$ cat src/rtl/tm_class_argmax.sv
// Tsetlin-machine class argmax: snapshots the class sums when the classifier finishes.
// It then scans them one compare per cycle and holds the winning index and sum until the
// consumer accepts it. Accepted predictions are counted, and so are the correct ones.
// The ten sum ports are fixed, so NUM_CLASSES must stay at 10.
module tm_class_argmax #(
  parameter int unsigned NUM_CLASSES = 10,
  parameter int unsigned SUM_W       = 32,
  parameter int unsigned CNT_W       = 16
) (
  input  logic             clk,
  input  logic             rst_flag,
  input  logic [SUM_W-1:0] class_sum_1,
  input  logic [SUM_W-1:0] class_sum_2,
  input  logic [SUM_W-1:0] class_sum_3,
  input  logic [SUM_W-1:0] class_sum_4,
  input  logic [SUM_W-1:0] class_sum_5,
  input  logic [SUM_W-1:0] class_sum_6,
  input  logic [SUM_W-1:0] class_sum_7,
  input  logic [SUM_W-1:0] class_sum_8,
  input  logic [SUM_W-1:0] class_sum_9,
  input  logic [SUM_W-1:0] class_sum_10,
  input  logic             full_done,
  input  logic [3:0]       label,
  input  logic             pred_ready,
  output logic             pred_valid,
  output logic [3:0]       pred_class,
  output logic [SUM_W-1:0] pred_max,
  output logic             pred_correct,
  output logic             busy,
  output logic [CNT_W-1:0] sample_count,
  output logic [CNT_W-1:0] correct_count,
  output logic             missed_flag
);

  localparam logic [3:0] LastIdx = 4'(NUM_CLASSES - 1);

  typedef enum logic [1:0] {StIdle, StScan, StHold} state_e;

  state_e state_q, state_d;

  logic signed [SUM_W-1:0] sums_in [NUM_CLASSES];
  logic signed [SUM_W-1:0] snap_q  [NUM_CLASSES];
  logic        [3:0]       label_q;
  logic signed [SUM_W-1:0] best_q;
  logic        [3:0]       best_idx_q;
  logic        [3:0]       idx_q;
  logic                    done_dly_q;
  logic                    missed_q;
  logic        [3:0]       pred_class_q;
  logic        [SUM_W-1:0] pred_max_q;
  logic                    pred_correct_q;
  logic        [CNT_W-1:0] sample_cnt_q;
  logic        [CNT_W-1:0] correct_cnt_q;

  logic                    start;
  logic                    handshake;
  logic                    scan_last;
  logic signed [SUM_W-1:0] cand;
  logic                    cand_gt;
  logic signed [SUM_W-1:0] win_max;
  logic        [3:0]       win_idx;

  // Gather the flat sum ports into an indexable array (index 0 = class_sum_1).
  always_comb begin
    sums_in[0] = class_sum_1;
    sums_in[1] = class_sum_2;
    sums_in[2] = class_sum_3;
    sums_in[3] = class_sum_4;
    sums_in[4] = class_sum_5;
    sums_in[5] = class_sum_6;
    sums_in[6] = class_sum_7;
    sums_in[7] = class_sum_8;
    sums_in[8] = class_sum_9;
    sums_in[9] = class_sum_10;
  end

  // Start strobe, handshake and the single signed compare of the scan.
  always_comb begin
    start     = full_done & ~done_dly_q;
    handshake = (state_q == StHold) & pred_ready;
    scan_last = (state_q == StScan) & (idx_q == LastIdx);
    cand      = snap_q[idx_q];
    // Strictly greater keeps the lower index on ties.
    cand_gt   = cand > best_q;
    win_max   = cand_gt ? cand : best_q;
    win_idx   = cand_gt ? idx_q : best_idx_q;
  end

  // FSM state register.
  always_ff @(posedge clk) begin
    if (rst_flag) begin
      state_q <= StIdle;
    end else begin
      state_q <= state_d;
    end
  end

  // FSM next-state logic.
  always_comb begin
    state_d = state_q;
    unique case (state_q)
      StIdle: if (start)      state_d = StScan;
      StScan: if (scan_last)  state_d = StHold;
      StHold: if (pred_ready) state_d = StIdle;
      default:                state_d = StIdle;
    endcase
  end

  // FSM-decoded outputs.
  always_comb begin
    pred_valid = (state_q == StHold);
    busy       = (state_q != StIdle);
  end

  // Completion edge detect and sticky flag for starts that arrive while busy.
  always_ff @(posedge clk) begin
    if (rst_flag) begin
      done_dly_q <= 1'b0;
      missed_q   <= 1'b0;
    end else begin
      done_dly_q <= full_done;
      if (start && (state_q != StIdle)) begin
        missed_q <= 1'b1;
      end
    end
  end

  // Snapshot capture; only loaded from IDLE, so later input changes are ignored.
  always_ff @(posedge clk) begin
    if (!rst_flag && (state_q == StIdle) && start) begin
      for (int i = 0; i < NUM_CLASSES; i++) begin
        snap_q[i] <= sums_in[i];
      end
      label_q <= label;
    end
  end

  // Running maximum and scan index.
  always_ff @(posedge clk) begin
    if (rst_flag) begin
      best_q     <= '0;
      best_idx_q <= '0;
      idx_q      <= '0;
    end else if ((state_q == StIdle) && start) begin
      best_q     <= sums_in[0];
      best_idx_q <= 4'd0;
      idx_q      <= 4'd1;
    end else if (state_q == StScan) begin
      best_q     <= win_max;
      best_idx_q <= win_idx;
      idx_q      <= idx_q + 4'd1;
    end
  end

  // Prediction registers, loaded by the final compare and held until the next scan ends.
  always_ff @(posedge clk) begin
    if (rst_flag) begin
      pred_class_q   <= '0;
      pred_max_q     <= '0;
      pred_correct_q <= 1'b0;
    end else if (scan_last) begin
      pred_class_q   <= win_idx;
      pred_max_q     <= win_max;
      pred_correct_q <= (win_idx == label_q);
    end
  end

  // Saturating statistics counters, advanced only on an accepted prediction.
  always_ff @(posedge clk) begin
    if (rst_flag) begin
      sample_cnt_q  <= '0;
      correct_cnt_q <= '0;
    end else if (handshake) begin
      if (sample_cnt_q != '1) begin
        sample_cnt_q <= sample_cnt_q + 1'b1;
      end
      if (pred_correct_q && (correct_cnt_q != '1)) begin
        correct_cnt_q <= correct_cnt_q + 1'b1;
      end
    end
  end

  assign pred_class    = pred_class_q;
  assign pred_max      = pred_max_q;
  assign pred_correct  = pred_correct_q;
  assign sample_count  = sample_cnt_q;
  assign correct_count = correct_cnt_q;
  assign missed_flag   = missed_q;

endmodule

$ cat config.mk
export PLATFORM = sky130hd
export DESIGN_NAME = tm_class_argmax
export DESIGN_NICKNAME = d
export VERILOG_FILES = /design/src/rtl/tm_class_argmax.sv
export SDC_FILE = /design/constraint.sdc
export NUM_CORES = 1
export LEC_CHECK = 0
export ABC_AREA = 0
export CORE_MARGIN = 5
export CORE_UTILIZATION = 45
export CTS_CLUSTER_SIZE = 8
export DETAILED_ROUTE_END_ITERATION = 10
export GPL_ROUTABILITY_DRIVEN = 0
export PLACE_DENSITY = 0.76
export SYNTH_ARGS = -nofsm -noshare
export SYNTH_HDL_FRONTEND = slang
export SYNTH_SLANG_ARGS = --single-unit
$ cat constraint.sdc
create_clock -name clk -period 20.5 [get_ports clk]
set_input_delay 2.05 -clock clk [delete_from_list [all_inputs] [get_ports clk]]
set_output_delay 2.05 -clock clk [all_outputs]
set_load 0.02 [all_outputs]
==> flow_summary.yaml <==
status:
  outcome: "complete, no violations"
setup_path:
  startpoint_of_the_worst_register_to_register_path: "idx_q[0]$_SDFFE_PP0P_"
  type_of_destination_of_the_critical_path: "register"
  setup.worst_path.start_class: "register"
  worstPathMaxFanout: 42
  crit_path_start: "idx_q[0]$_SDFFE_PP0P_"
  regToRegEndpoint: "best_q[6]$_SDFFE_PP0P_"
  critical_path_arrival_ns: 6.62
  setup.reg_to_reg.worst_slack_ns: 14.41
  rr_worst_depth: 16
  critPathRequiredTime_ns: 21.02
  setup.worst_path.class: "register to register"
worst_hold_path:
  hold_path.class: "register to register"
  hold_path_startpoint: "best_idx_q[2]$_SDFFE_PP0P_"
  worstHoldEndpoint: "best_idx_q[2]$_SDFFE_PP0P_"
  worst_hold_path.num_cells: 2
global_route:
  grt_pass1_vias: 12200
  number_of_antenna_violations_at_the_first_check_in_global_routing: 2
  grt_util_overall: 0.207
  grt.overflow.total: 0
  grt_first_pass_wirelength_um: 70800
  grt_max_degree: 169
  globalRouteMet2Util: 0.355
  gr-usage-met3: 0.0508
  gr-max-usage-layer: "met2"
  grt_util_met1: 0.259
timing:
  timing.final.setup_violations: 0
  timing.final.hold_violations: 0
  setup_repair_after_global_routing_missed_its_margin: "no"
  slew_headroom: 0.308
  finalWorstPathRequiredPeriod_ns: 6.09
  worst_pin_slew_ns: 1.04
  timing.fmax_mhz: 164
  fin_worst_skew_ns: 0.0207
  post-route-period-util: 0.297
  final_max_slew_viols: 0
  setup-tns-final_ns: 0
cells_and_area:
  drive_gt1_frac: 0.0935
  multiInputGateArea_sq_mm: 0.00549
  area_delta_synth_final_pct: 34.3
  num-fill-cells: 3020
  finish.utilization: 0.609
  nNetsFinal: 1981
  register_area_sq_mm: 0.0120
place:
  place_hpwl_um: 31700
  io_buffer_count: 399
clock_tree:
  cts_hold_buffers: 0
  cts_setup_buffers: 0
  cts_max_path_buffers: 3
  cts_sinks: 437
  cts_resized: 0
  cts_tree: "built"
  tritoncts.num_buffers: 60
  clk_latency_ns: 0.60
  cts.reportedPaths.clkPinSlew_ns: 0.05
  cts_root_buf: "sky130_fd_sc_hd__clkbuf_16"
  htree_levels: 2
floorplanning:
  die_w_um: 210
  die_area_sq_mm: 0.0441
  fp-row-count: 73
  initial_core_utilization: 0.454
  die-height_um: 210
  ioPinCount: 400
  core_area_sq_mm: 0.0396
route:
  drtPass1Iterations: 5
  routed-via-count: 11700
  routed_wirelength_um: 46300
  routed_via_density: 5.34
  antenna_violating_nets_post_route: 0
  post-route-drc-count: 0
  avgRoutedWirePerCell_um: 21.1
  dr.first_iter.drc_count: 913
synth:
  syn-instance-count: 1219
  synth_edf_count: 324
  synth_area_sq_mm: 0.0180
  synthesized_netlist_net_count: 1583
  synth_sequential_area_ratio: 0.666
  yosys_register_bits: 437
  synth.lib_cells_used.distinct: 50
  yosys_warnings: 0
  synthFlopType: "sky130_fd_sc_hd__edfxtp_1"
  avgSynthCellArea_sq_um: 14.8
  async_reset_ff_frac: 0
power:
  p_leak_nw: 7.98
  cellPowerDensity_mw_per_mm2: 90.4
  power.ir.vdd_worst_mv: 0.0735
flow_run:
  number_of_maximum_capacitance_constraint_violations: 0
critical path: stages, from the launching register on:
cell	delay, ns
sky130_fd_sc_hd__dfxtp_4	0.60
sky130_fd_sc_hd__buf_4	0.55
sky130_fd_sc_hd__buf_4	0.57
sky130_fd_sc_hd__mux4_2	0.56
sky130_fd_sc_hd__nor2b_1	0.14
sky130_fd_sc_hd__a211oi_1	0.24
sky130_fd_sc_hd__a21oi_1	0.13
sky130_fd_sc_hd__ha_1	0.37
sky130_fd_sc_hd__a21oi_1	0.17
sky130_fd_sc_hd__o211ai_1	0.20
sky130_fd_sc_hd__a2111oi_4	0.35
sky130_fd_sc_hd__a41oi_2	0.19
sky130_fd_sc_hd__o221ai_4	0.17
sky130_fd_sc_hd__buf_4	0.61
sky130_fd_sc_hd__or2_2	0.77
sky130_fd_sc_hd__nand3_1	0.18
sky130_fd_sc_hd__a21oi_1	0.16
Yosys cell counts (all sizes together) (2+ instances only):
cell type / instances / area, sq um
a22oi: 32 / 240
nor4: 2 / 12.5
nand2: 32 / 120
nor2: 81 / 312
edfxtp: 324 / 9730
nand2b: 4 / 25.0
nor2b: 35 / 219
clkbuf: 48 / 180
inv: 48 / 180
nor3: 4 / 20.0
buf: 26 / 169
and4: 4 / 35.0
o21ai: 15 / 75.1
mux2i: 67 / 671
nor3b: 2 / 15.0
or2: 2 / 12.5
xor2: 17 / 149
dfxtp: 113 / 2260
a211oi: 72 / 546
nand4: 14 / 87.6
or3: 9 / 56.3
ha: 36 / 450
nand3: 45 / 225
a21oi: 95 / 475
xnor2: 11 / 96.3
mux4: 64 / 1440
layer usage:
metal,part of all wire,vias to the layer above
met5,0.00017,-
met4,0.028,2
met3,0.070,84
met2,0.50,407
met1,0.40,5739
li1,-,5490
cell families (layout without fill, tap and decap cells):
| logic type | count (synthesis) | in the layout | share of synthesized area |
|---|---|---|---|
| multiplexers | 131 | 131 | 0.117 |
| buffers and inverters | 122 | 571 | 0.0294 |
| other | 0 | 1 | 0 |
| AO/OA/AOI/OAI | 224 | 224 | 0.0817 |
| XOR/XNOR | 28 | 28 | 0.0136 |
| adder cells (fa/ha/maj) | 36 | 36 | 0.0250 |
| AND/OR/NAND/NOR | 241 | 241 | 0.0664 |
| flip-flops | 437 | 437 | 0.666 |
registers in the layout, summed over array words and instances, names as in the netlist, 2 cells and up:
name,cells
best_idx_q,4
best_q,32
correct_count,16
idx_q,4
label_q,4
pred_class,4
pred_max,32
sample_count,16
snap_q,320
state_q,2
placed cells by master (no fill, tap or decap), types with 2 or more instances in the layout:
master / n
sky130_fd_sc_hd__clkdlybuf4s50_1: 398
sky130_fd_sc_hd__edfxtp_1: 324
sky130_fd_sc_hd__dfxtp_1: 109
sky130_fd_sc_hd__a21oi_1: 95
sky130_fd_sc_hd__nor2_1: 78
sky130_fd_sc_hd__a211oi_1: 71
sky130_fd_sc_hd__mux2i_1: 67
sky130_fd_sc_hd__mux4_2: 64
sky130_fd_sc_hd__clkbuf_16: 61
sky130_fd_sc_hd__clkbuf_1: 49
sky130_fd_sc_hd__inv_1: 48
sky130_fd_sc_hd__nand3_1: 44
sky130_fd_sc_hd__ha_1: 36
sky130_fd_sc_hd__nor2b_1: 35
sky130_fd_sc_hd__nand2_1: 32
sky130_fd_sc_hd__a22oi_1: 32
sky130_fd_sc_hd__xor2_1: 17
sky130_fd_sc_hd__nand4_1: 14
sky130_fd_sc_hd__o21ai_0: 13
sky130_fd_sc_hd__xnor2_1: 11
sky130_fd_sc_hd__buf_4: 11
sky130_fd_sc_hd__or3_1: 9
sky130_fd_sc_hd__nand2b_1: 4
sky130_fd_sc_hd__and4_1: 4
sky130_fd_sc_hd__nor3_1: 4
sky130_fd_sc_hd__dfxtp_4: 4
sky130_fd_sc_hd__nor2_4: 3
sky130_fd_sc_hd__o21ai_1: 2
sky130_fd_sc_hd__nor3b_1: 2
sky130_fd_sc_hd__nor4_1: 2
sky130_fd_sc_hd__or2_2: 2
sky130_fd_sc_hd__inv_6: 2
report_power, final:
group | switching (W) | internal, W | leakage, nW
Clock | 0.000356 | 0.000553 | 0.823
Combinational | 0.000128 | 0.000140 | 3.25
Sequential | 0.0000170 | 0.000990 | 3.91
Total | 0.000501 | 0.00168 | 7.98
per-stage QoR:
stage               hold WS [ns]  setup slack [ns]  cells  total power (W)  instance area, sq um
finish                     0.458             14.41   2194          0.00218                 24200
global route               0.494             13.92   2194          0.00228                 24200
CTS                        0.461             14.27   2193          0.00221                 24200
floorplan                  0.436              3.37   1219          0.00120                 18000
global placement           0.443             14.47   2080          0.00129                 22400
detailed placement         0.453             14.30   2080          0.00129                 22400
how the worst max path moves through the flow:
stage,endpoint,slack [ns],depth (start not counted)
2_1_floorplan,label_q[0]$_DFFE_PP_,3.37,4
3_3_place_gp,best_q[15]$_SDFFE_PP0P_,14.47,16
3_5_place_dp,best_q[6]$_SDFFE_PP0P_,14.30,16
4_1_cts,best_q[6]$_SDFFE_PP0P_,14.27,16
5_1_grt,best_q[21]$_SDFFE_PP0P_,13.92,16
6_report,best_q[6]$_SDFFE_PP0P_,14.41,16
cell type report:
cell class,count,area share
Sequential cell,437,0.497
Multi-Input combinational cell,660,0.227
Timing Repair Buffer,410,0.169
Clock buffer,110,0.0708
Tap cell,525,0.0272
Inverter,48,0.00746
Clock inverter,3,0.000932
Antenna cell,1,0.000104
No activity file was read; power rests on OpenSTA's default activity.
